`src/rtl/edge_trig_pkg.sv`:
```
// edge_trig_pkg: shared state encoding and default widths for the edge trigger path.
package edge_trig_pkg;
  localparam int DEF_DATA_W = 32;
  localparam int DEF_HOLD_W = 16;
  localparam int DEF_CNT_W = 16;
  typedef enum logic [1:0] {IDLE, QUALIFY, ARMED, HOLDOFF} state_t;
endpackage

```
`src/rtl/edge_trig_holdoff.sv`:
```
// edge_trig_holdoff: loadable down-counter; done marks the last holdoff cycle (count 1).
module edge_trig_holdoff import edge_trig_pkg::*; #(
  parameter int W = DEF_HOLD_W
) (
  input  logic         clk,
  input  logic         rst_n,
  input  logic         load,
  input  logic [W-1:0] load_val,
  output logic [W-1:0] value,
  output logic         done
);
  always_ff @(posedge clk or negedge rst_n)
    if (!rst_n) value <= '0;
    else if (load) value <= load_val;
    else if (value != '0) value <= value - W'(1);
  assign done = value == W'(1);
endmodule

```
`src/rtl/edge_trigger_detect.sv`:
```
// edge_trigger_detect: hysteresis threshold crossing detector on the moving-sum stream,
// emitting a one-cycle trigger with optional holdoff and auto re-arm.
module edge_trigger_detect import edge_trig_pkg::*; #(
  parameter int DATA_W = DEF_DATA_W,
  parameter int HOLD_W = DEF_HOLD_W,
  parameter int CNT_W = DEF_CNT_W
) (
  input  logic                     ap_clk,
  input  logic                     ap_rst_n,
  input  logic                     arm,
  input  logic                     disarm,
  input  logic                     auto_rearm,
  input  logic                     polarity,
  input  logic signed [DATA_W-1:0] thr_hi,
  input  logic signed [DATA_W-1:0] thr_lo,
  input  logic        [HOLD_W-1:0] holdoff,
  input  logic signed [DATA_W-1:0] sum_in,
  input  logic                     sum_vld,
  output logic                     trig_out,
  output logic                     armed,
  output logic        [CNT_W-1:0]  trig_count
);
  state_t state, state_nxt;
  logic pol_s;
  logic signed [DATA_W-1:0] hi_s, lo_s;
  logic [HOLD_W-1:0] hold_s, hold_val;
  logic hold_done, fire, accept, qual, hit;
  // Thresholds are compared against the values captured at arm time, never the live ports.
  assign qual = pol_s ? (sum_in >= hi_s) : (sum_in <= lo_s);
  assign hit = pol_s ? (sum_in < lo_s) : (sum_in > hi_s);
  assign accept = state == IDLE && arm && !disarm;
  assign armed = state == QUALIFY || state == ARMED;
  always_ff @(posedge ap_clk or negedge ap_rst_n)
    if (!ap_rst_n) state <= IDLE;
    else state <= state_nxt;
  always_comb begin
    state_nxt = state;
    fire = 1'b0;
    if (disarm) state_nxt = IDLE;
    else
      case (state)
        IDLE: state_nxt = arm ? QUALIFY : IDLE;
        QUALIFY: state_nxt = sum_vld && qual ? ARMED : QUALIFY;
        ARMED: if (sum_vld && hit) begin
          fire = 1'b1;
          state_nxt = hold_s != '0 ? HOLDOFF : auto_rearm ? QUALIFY : IDLE;
        end
        HOLDOFF: state_nxt = hold_done ? (auto_rearm ? QUALIFY : IDLE) : HOLDOFF;
        default: state_nxt = IDLE;
      endcase
  end
  always_ff @(posedge ap_clk or negedge ap_rst_n)
    if (!ap_rst_n) begin
      pol_s <= 1'b0;
      hi_s <= '0;
      lo_s <= '0;
      hold_s <= '0;
    end else if (accept) begin
      pol_s <= polarity;
      hi_s <= thr_hi;
      lo_s <= thr_lo;
      hold_s <= holdoff;
    end
  always_ff @(posedge ap_clk or negedge ap_rst_n)
    if (!ap_rst_n) begin
      trig_out <= 1'b0;
      trig_count <= '0;
    end else begin
      trig_out <= fire;
      if (accept) trig_count <= '0;
      else if (fire && !(&trig_count)) trig_count <= trig_count + CNT_W'(1);
    end
  edge_trig_holdoff #(.W(HOLD_W)) u_holdoff (
    .clk(ap_clk),
    .rst_n(ap_rst_n),
    .load(fire),
    .load_val(hold_s),
    .value(hold_val),
    .done(hold_done)
  );
  a_holdoff_live: assert property (@(posedge ap_clk) disable iff (!ap_rst_n)
    state == HOLDOFF |-> hold_val != '0);
endmodule
```
`config.mk`:
```
export PLATFORM = sky130hd
export DESIGN_NAME = edge_trigger_detect
export DESIGN_NICKNAME = d
export VERILOG_FILES = /design/src/rtl/edge_trig_pkg.sv /design/src/rtl/edge_trig_holdoff.sv /design/src/rtl/edge_trigger_detect.sv
export SDC_FILE = /design/constraint.sdc
export NUM_CORES = 1
export LEC_CHECK = 0
export CORE_UTILIZATION = 35
export CTS_CLUSTER_SIZE = 10
export DETAILED_ROUTE_END_ITERATION = 8
export GPL_ROUTABILITY_DRIVEN = 0
export SLEW_MARGIN = 20
export SYNTH_ARGS = -nofsm -noshare
export SYNTH_HDL_FRONTEND = slang
export SYNTH_SLANG_ARGS = --single-unit
```
`constraint.sdc`:
```
create_clock -name ap_clk -period 2.7 [get_ports ap_clk]
set_input_delay 0.675 -clock ap_clk [delete_from_list [all_inputs] [get_ports ap_clk]]
set_output_delay 0.675 -clock ap_clk [all_outputs]
set_load 0.05 [all_outputs]
```
---- After elaboration in Yosys (flattened, before gate mapping) ----
Index checks and enable logic that the tools add are counted.
cells by class
  add/sub/neg operators ................... 2
  multiply operators ...................... 0
  div/mod/pow operators ................... 0
  $lt $le $gt $ge ......................... 4
  equality and inequality tests ........... 5
  shift operators ......................... 0
  mux-type cells .......................... 17
  bitwise logic cells ..................... 0
  reductions and logical operators ........ 14
operator list
  cell                     count
  $mux W16                 4
  $ge A32 B32 Y1           1
  $gt A32 B32 Y1           1
  $le A32 B32 Y1           1
  $lt A32 B32 Y1           1
  $reduce_bool A16 Y1      2
  $add A16 B1 Y16 const B  1
  $eq A16 B1 Y1 const B    1
  $reduce_and A16 Y1       1
  $sub A16 B1 Y16 const B  1
  $mux W2                  5
  $pmux W2 S4              1
  $mux W1                  7
  $logic_and A1 B1 Y1      5
  $eq A2 B2 Y1 const B     2
  $reduce_bool A2 Y1       2
  $ne A3 B2 Y1 const B     1
  $eq A2 B1 Y1 const B     1
  $logic_not A1 Y1         2
  $logic_not A2 Y1         1
  $logic_or A1 B1 Y1       1
storage, ports and cells
  register bits ........................... 116
  latch bits .............................. 0
  RAM bits ................................ 0
  ROM bits ................................ 0
  input bits .............................. 119
  output and inout port bits .............. 18
  logic and storage cells ................. 50
  memories ................................ 0

---- Longest topological paths before layout ----
Gate-level depths: netlist (run 1).
  word-level depth ........................ 9
  gate-level depth with buffers ........... 13
  mapped depth without buffers ............ 11

---- Hierarchy ----
A second synthesis (run 1) with hierarchy kept.
unflattened totals
  cell total of the unflattened synthesis .. 758
  area total of the unflattened synthesis .. 6752.7 µm²
modules (own cells, without submodules)
  module               instances  cells an instance  area each (µm²)
  edge_trigger_detect  1          638                5652.9
  edge_trig_holdoff    1          120                1099.8

---- Worst setup path after synthesis (run 1) ----
No wires, ideal clock.
  kind .................................... input to register
  start ................................... input sum_in[1]
  end ..................................... register trig_count[11]
  library setup time ...................... 0.078 ns
  arrival time ............................ 2.916 ns
  slack ................................... -0.294 ns
  stages on the path ...................... 10
  path through ............................ ha_1 -> nor2b_1 -> o211ai_1 -> a2111oi_2 -> o41ai_1 -> nand3_1 -> a31o_2 -> buf_2 -> or4_1 -> a21oi_1
between the ends
  longest elaborated chain between the ends .. 8
RTL lines
  element                                                  line                       source
  start: declaration                                       edge_trigger_detect.sv:17  input logic signed [DATA_W-1:0] sum_in,
  $gt A32 B32 Y1 / $lt A32 B32 Y1 (equally long branches)  edge_trigger_detect.sv:30  assign hit = pol_s ? (sum_in < lo_s) : (sum_in > hi_s);
  $mux W1 *                                                edge_trigger_detect.sv:30
  $logic_and A1 B1 Y1 *                                    edge_trigger_detect.sv:44  ARMED: if (sum_vld && hit) begin
  $mux W1 *                                                edge_trigger_detect.sv:44
  $mux W1 *                                                edge_trigger_detect.sv:41  case (state)
  $mux W1 *                                                edge_trigger_detect.sv:39  if (disarm) state_nxt = IDLE;
  $logic_and A1 B1 Y1 *                                    edge_trigger_detect.sv:71  else if (fire && !(&trig_count)) trig_count <= trig_count + CNT_W'(1);
  $reduce_bool A2 Y1 (no line) *                           n/a
  end signal: assignment                                   edge_trigger_detect.sv:71
  end: declaration                                         edge_trigger_detect.sv:21  output logic [CNT_W-1:0] trig_count
Mark *: on every way between the ends. The rest lies on a longest branch, timed or not.
A chain may end at the register's enable or synchronous reset.

---- Final worst setup path (run 1) ----
  start ................................... input sum_in[6]
  end ..................................... register trig_count[8]
The elaborated chain is that of the path after synthesis.

==> results of run 1 <==
==> layout make-up <==
type                            count  area, µm²  share of cell area [%]
Clock inverter                      9        128                    1.29
Inverter                           72        275                    2.78
Timing Repair Buffer              195       1850                    18.7
Multi-Input combinational cell    540       3970                    40.1
Tap cell                          234        293                    2.96
Clock buffer                       21        480                    4.86
Sequential cell                   116       2900                    29.3
==> through the flow <==
stage / power [mW] / cell area [µm²]
floorplan: 3.25 / 6700
global placement: 3.84 / 8590
detailed placement: 3.89 / 8590
CTS: 6.44 / 9690
global route: 6.91 / 9890
finish: 6.50 / 9890
==> critical path, cell delays in order <==
cell and delay, ns:
clkdlybuf4s15_2 0.19, ha_1 0.28, nand4_1 0.20, a2111oi_4 0.42, o41a_1 0.22, o2111ai_2 0.14, a31o_4 0.31, buf_4 0.15
buf_16 0.13, or4_4 0.41, nand2_2 0.07
==> repair_timing <==
item / in CTS / in global routing
buffers inserted: 7 / 8
resized for setup: 156 / 40
pin swaps: 69 / 30
gates cloned: 2 / 1
hold buffers: 0 / 0
setup endpoints to repair: 35 / 34
==> state kept, by name, indices dropped and copies added (netlist names) <==
name and count:
state 2, trig_count 16, lo_s 32, pol_s 1, hi_s 32, u_holdoff.value 16
hold_s 16, trig_out 1
==> power groups by stage <==
stage               sequential (mW)  combinational (mW)  clock (mW)
floorplan                      2.24                1.00           0
global placement               2.28                1.56           0
detailed placement             2.29                1.60           0
CTS                            2.27                1.81        2.36
global route                   2.32                2.15        2.44
finish                         2.27                1.90        2.33
==> how the worst min path moves through the flow <==
stage / from / endpoint / cells past startpoint
floorplan: ap_rst_n / hi_s[0] / 0
global placement: hi_s[0] / hi_s[0] / 2
detailed placement: lo_s[0] / lo_s[0] / 2
CTS: ap_rst_n / u_holdoff.value[9] / 1
global route: ap_rst_n / hold_s[4] / 1
finish: ap_rst_n / hold_s[4] / 1
==> layout by cell type, fill, tap and decap left out, drive strengths merged, types with 3 or more instances in the layout <==
cell type,count
and3,6
a211oi,3
ha,72
inv,72
o31ai,8
or3,13
dfrtp,116
xnor2,10
nand4,18
o211ai,4
clkdlybuf4s15,9
o21a,4
nor2,14
a21o,8
buf,75
nand2,165
clkinv,3
nor4,9
a21oi,43
clkdlybuf4s50,102
clkbuf,28
nor3,14
clkinvlp,3
nand3,15
bufinv,3
nand2b,3
o21ai,87
nand3b,3
a221oi,3
nor2b,4
or4,5
and4,3
==> per-layer routing <==
layer,vias to the layer above,wire (µm)
met4,0,415
met3,32,518
met1,2838,8380
li1,2988,-
met2,115,9110
met5,-,0
==> logic make-up (layout without fill, tap and decap cells) <==
| group | after synthesis | after routing | share of synthesized area (%) |
|---|---|---|---|
| fa+ha+maj | 72 | 72 | 13.6 |
| buf+inv | 99 | 297 | 5.77 |
| mux | 1 | 1 | 0.151 |
| xor+xnor | 10 | 10 | 1.32 |
| flops | 116 | 116 | 43.7 |
| compound gates | 179 | 179 | 15.8 |
| simple gates | 278 | 278 | 19.7 |
==> results.tsv, run 1 <==
metric	value	unit
insertion_delay	0.42	ns
die_y	140	µm
dp_hpwl	12800	µm
synth.most_common_cell	nand2_1	
tightest_slew	0.555	ns
seqPwrFrac	35.0	%
synth_seq_cells	116	
finalCritPeriodShare	106	%
reg2reg_to	trig_count[8]	
crit_path_start	sum_in[6]	
die_w	140	µm
grt_busiest_layer	met2	
p_sw	1.96	mW
start_kind	input pin	
use_met1	23.9	%
pin_count	137	
switching_share	30.1	%
grt_pass1_wl	30000	µm
synth_area_per_cell	8.79	µm²
leakage	4.25	nW
rsz0062_at_grt	yes	
post-route-drc-count	0	
hp-class	in -> async	
finalWirelength	18400	µm
area_growth	49.0	%
run_status	complete, but fails checks	
worstSetupPathType	in -> reg	
p_int	4.54	mW
place_ws	-0.995	ns
p_clk_share	35.8	%
synth_edf_count	0	
die_area	19500	µm²
final_util	53.1	%
final_nets	1133	
yosys-top-cells-area	dfrtp_1 44%, ha_1 14%, nand2_1 9.3%	
grt.met2_usage	33.7	%
skew	0.00856	ns
layout.cells.non_filler	1187	
overflow	0	
finalSetupTns	-4.03	ns
clkSlewWorstSetupHoldPaths	0.05	ns
synthArstFlopShare	100	%
slew_headroom	63.0	%
hold_ws	0.246	ns
synth.yosys.seq_area_share	43.7	%
initial_core_util	35.6	%
drive_gt1_share	21.6	%
synthCells	755	
synth.net_count	946	
critical_path_required	3.05	ns
min_period	2.87	ns
design.core.area	18600	µm²
synth_top_cell_area_share	43.7	%
cap_violations	0	
end_kind	flop	
setup_violations	33	
cp_max_fo	6	
violations	setup timing	
powerDensity	657	nW/µm²
antennaDiodeCount	0	
vias_per_cell	5.03	
cts_sinks	116	
r2r_cells	13	
io_buffers	136	
rows	50	
cts_buffer_depth	2	
root_buffer	clkbuf_16	
grt_usage	19.4	%
vias	5973	
cts_tree	built	
setup_slack	-0.171	ns
wire_per_inst	15.5	µm
synth_flop_cell	dfrtp_1	
first_pass_iters	7	
n_fill_cell	1714	
pwr-share-comb	29.2	%
arrival	3.22	ns
ant_nets	0	
h-tree-depth	4	
drv_slew	0	
yosys_warnings	0	
cts_made_buffers	17	
fmax	348	MHz
ys_types	58	
hold_viol_final	0	
grt_max_degree	75	
grt_pass1_vias	6144	
antenna_found_initial	0	
ir_drop	0.000388	V
r2r_start	lo_s[1]	
r2r_slack	-0.15	ns
yosysTopAreaCell	dfrtp_1	
grt_use_met3	3.17	%
crit_end	trig_count[8]	
first_iter_violations	270	
synthTopCellsByCount	164 x nand2_1, 116 x dfrtp_1, 86 x o21ai_0, 72 x ha_1, 71 x inv_1	
syn_area	6640	µm²
dp_cells	1139	
(Power assumes the default switching activity.)
==> inputs of run 2 (changes only) <==
--- a/config.mk
+++ b/config.mk
@@ -5,6 +5,7 @@
 export SDC_FILE = /design/constraint.sdc
 export NUM_CORES = 1
 export LEC_CHECK = 0
+export ABC_AREA = 0
 export CORE_UTILIZATION = 35
 export CTS_CLUSTER_SIZE = 10
 export DETAILED_ROUTE_END_ITERATION = 8
==> results of run 2 <==
Same layout as run 1: the final DEF is identical, and so are final timing and power.
==> inputs of run 3 (changes only) <==
--- a/config.mk
+++ b/config.mk
@@ -7,9 +7,11 @@
 export LEC_CHECK = 0
 export ABC_AREA = 0
 export CORE_UTILIZATION = 35
+export CTS_CLUSTER_DIAMETER = 150
 export CTS_CLUSTER_SIZE = 10
 export DETAILED_ROUTE_END_ITERATION = 8
 export GPL_ROUTABILITY_DRIVEN = 0
+export SETUP_SLACK_MARGIN = 0.02
 export SLEW_MARGIN = 20
 export SYNTH_ARGS = -nofsm -noshare
 export SYNTH_HDL_FRONTEND = slang
==> constraint.sdc (replaced) <==
create_clock -name ap_clk -period 3.6 [get_ports ap_clk]
set_input_delay 0.9 -clock ap_clk [delete_from_list [all_inputs] [get_ports ap_clk]]
set_output_delay 0.9 -clock ap_clk [all_outputs]
set_load 0.05 [all_outputs]
==> run 3 against run 2 <==
The run now ends clean. Utilization fell by 3.0 points. Sequential share of layout area rose by 1.7 points. Via count down 4.0%. Sequential power decreased by 25%. Die area did not move. Routed wire length is 7.5% lower. Critical path type unchanged. First-iteration DRC count down 0.74%. Register-to-register slack gained 0.77 ns.
==> results.tsv, run 3 (synthesis results as in run 1) <==
metric	value	unit
r2r_cells	12	
grt_use_met3	3.85	%
grt_max_degree	58	
rows	50	
grt_busiest_layer	met2	
first_pass_iters	4	
hold_viol_final	0	
cts_made_buffers	17	
r2r_start	lo_s[1]	
ant_nets	0	
r2r_slack	0.62	ns
hold_ws	0.475	ns
final_nets	1112	
reg2reg_to	trig_count[11]	
cts_sinks	116	
grt_pass1_vias	5726	
post-route-drc-count	0	
h-tree-depth	4	
rsz0062_at_grt	no	
min_period	3.47	ns
drive_gt1_share	10.8	%
grt_usage	18.4	%
worstSetupPathType	in -> reg	
skew	0.0119	ns
insertion_delay	0.42	ns
first_iter_violations	268	
leakage	4.15	nW
wire_per_inst	14.6	µm
cts_hold_buffers	0	
drv_slew	0	
dpl_cell_area	8520	µm²
pin_count	137	
clkSlewWorstSetupHoldPaths	0.06	ns
io_buffers	136	
end_kind	flop	
hp-class	in -> async	
root_buffer	clkbuf_16	
cts_tree	built	
vias_per_cell	4.91	
design.core.area	18600	µm²
cap_violations	0	
start_kind	input pin	
layout_commonest_cell	nand2_1	
arrival	3.82	ns
antenna_found_initial	1	
powerDensity	511	nW/µm²
critical_path_required	3.94	ns
slew_headroom	53.2	%
totalPowerFinal	4.78	mW
cts_buffer_depth	2	
setup_violations	0	
ir_drop	0.000335	V
overflow	0	
n_fill_cell	1804	
finalCritPeriodShare	96.5	%
run_status	complete, no violations	
vias	5734	
dp_hpwl	12800	µm
fmax	288	MHz
area_growth	40.7	%
finalWirelength	17000	µm
grt_pass1_wl	28500	µm
design_area	9340	µm²
initial_core_util	35.6	%
final_cell_mix	164 x nand2_1, 130 x clkdlybuf4s50_1, 116 x dfrtp_1, 86 x o21ai_0, 71 x inv_1	
die_w	140	µm
use_met1	24.9	%
die_area	19500	µm²
die_y	140	µm
largestRegisters	hi_s (32), lo_s (32)	
cp_max_fo	20	
grt.met2_usage	29.2	%
tightest_slew	0.695	ns
run 3: where the power goes:
part	internal [mW]	total, mW	switching, mW
Clock	1.25	1.88	0.631
Sequential	1.56	1.70	0.133
Combinational	0.563	1.19	0.630
Total	3.38	4.78	1.39
run 3: per-layer routing:
metal	share of wire [%]	routed length, µm	vias up
li1	-	-	2953
met1	49	8270	2659
met4	1.4	232	0
met2	46	7770	106
met3	4.5	767	16
met5	0	0	-
run 3: worst max-delay path by stage:
stage	startpoint	endpoint	slack (ns)	depth (start not counted)
floorplan	sum_in[1]	trig_count[11]	0.38	10
CTS	sum_in[15]	trig_count[11]	0.02	12
detailed placement	sum_in[15]	trig_count[9]	-0.42	12
finish	sum_in[0]	trig_count[11]	0.13	12
global route	sum_in[31]	trig_count[3]	0.006	12
global placement	sum_in[15]	trig_count[9]	-0.32	12
run 3: critical path: stages:
cell and delay, ns:
clkdlybuf4s50_1 0.50, inv_1 0.07, ha_1 0.20, nor2b_2 0.10, o211ai_1 0.17, a2111oi_4 0.40, o41a_1 0.21, o2111ai_2 0.15
a31o_2 0.29, buf_12 0.15, or4_1 0.49, a21oi_1 0.15
run 3: per-stage QoR:
stage	instances	setup WS (ns)	setup TNS, ns	util, %
after floorplan	755	0.381	0	-
after global placement	1133	-0.315	-6.43	45.7
after detailed placement	1133	-0.420	-9.29	45.7
after CTS	1165	0.0215	0	49.3
after global routing	1168	0.00620	0	50.1
final	1169	0.128	0	50.1
run 3: area by class of cell:
class                   count  area (µm²)  share of cell area [%]
inverters                  72         273                    2.92
flip-flops and latches    116        2900                    31.1
well taps                 234         293                    3.13
diodes                      1        2.50                  0.0268
multi-input cells         540        3480                    37.2
clock inverters            14         224                    2.40
clock buffers              18         439                    4.70
repair buffers            174        1730                    18.5
run 3: timing repair:
| item | in CTS | in global routing |
|---|---|---|
| resized for setup | 1 | 25 |
| buffers inserted | 0 | 3 |
| pin swaps | 0 | 15 |
| setup endpoints to repair | 2 | 30 |
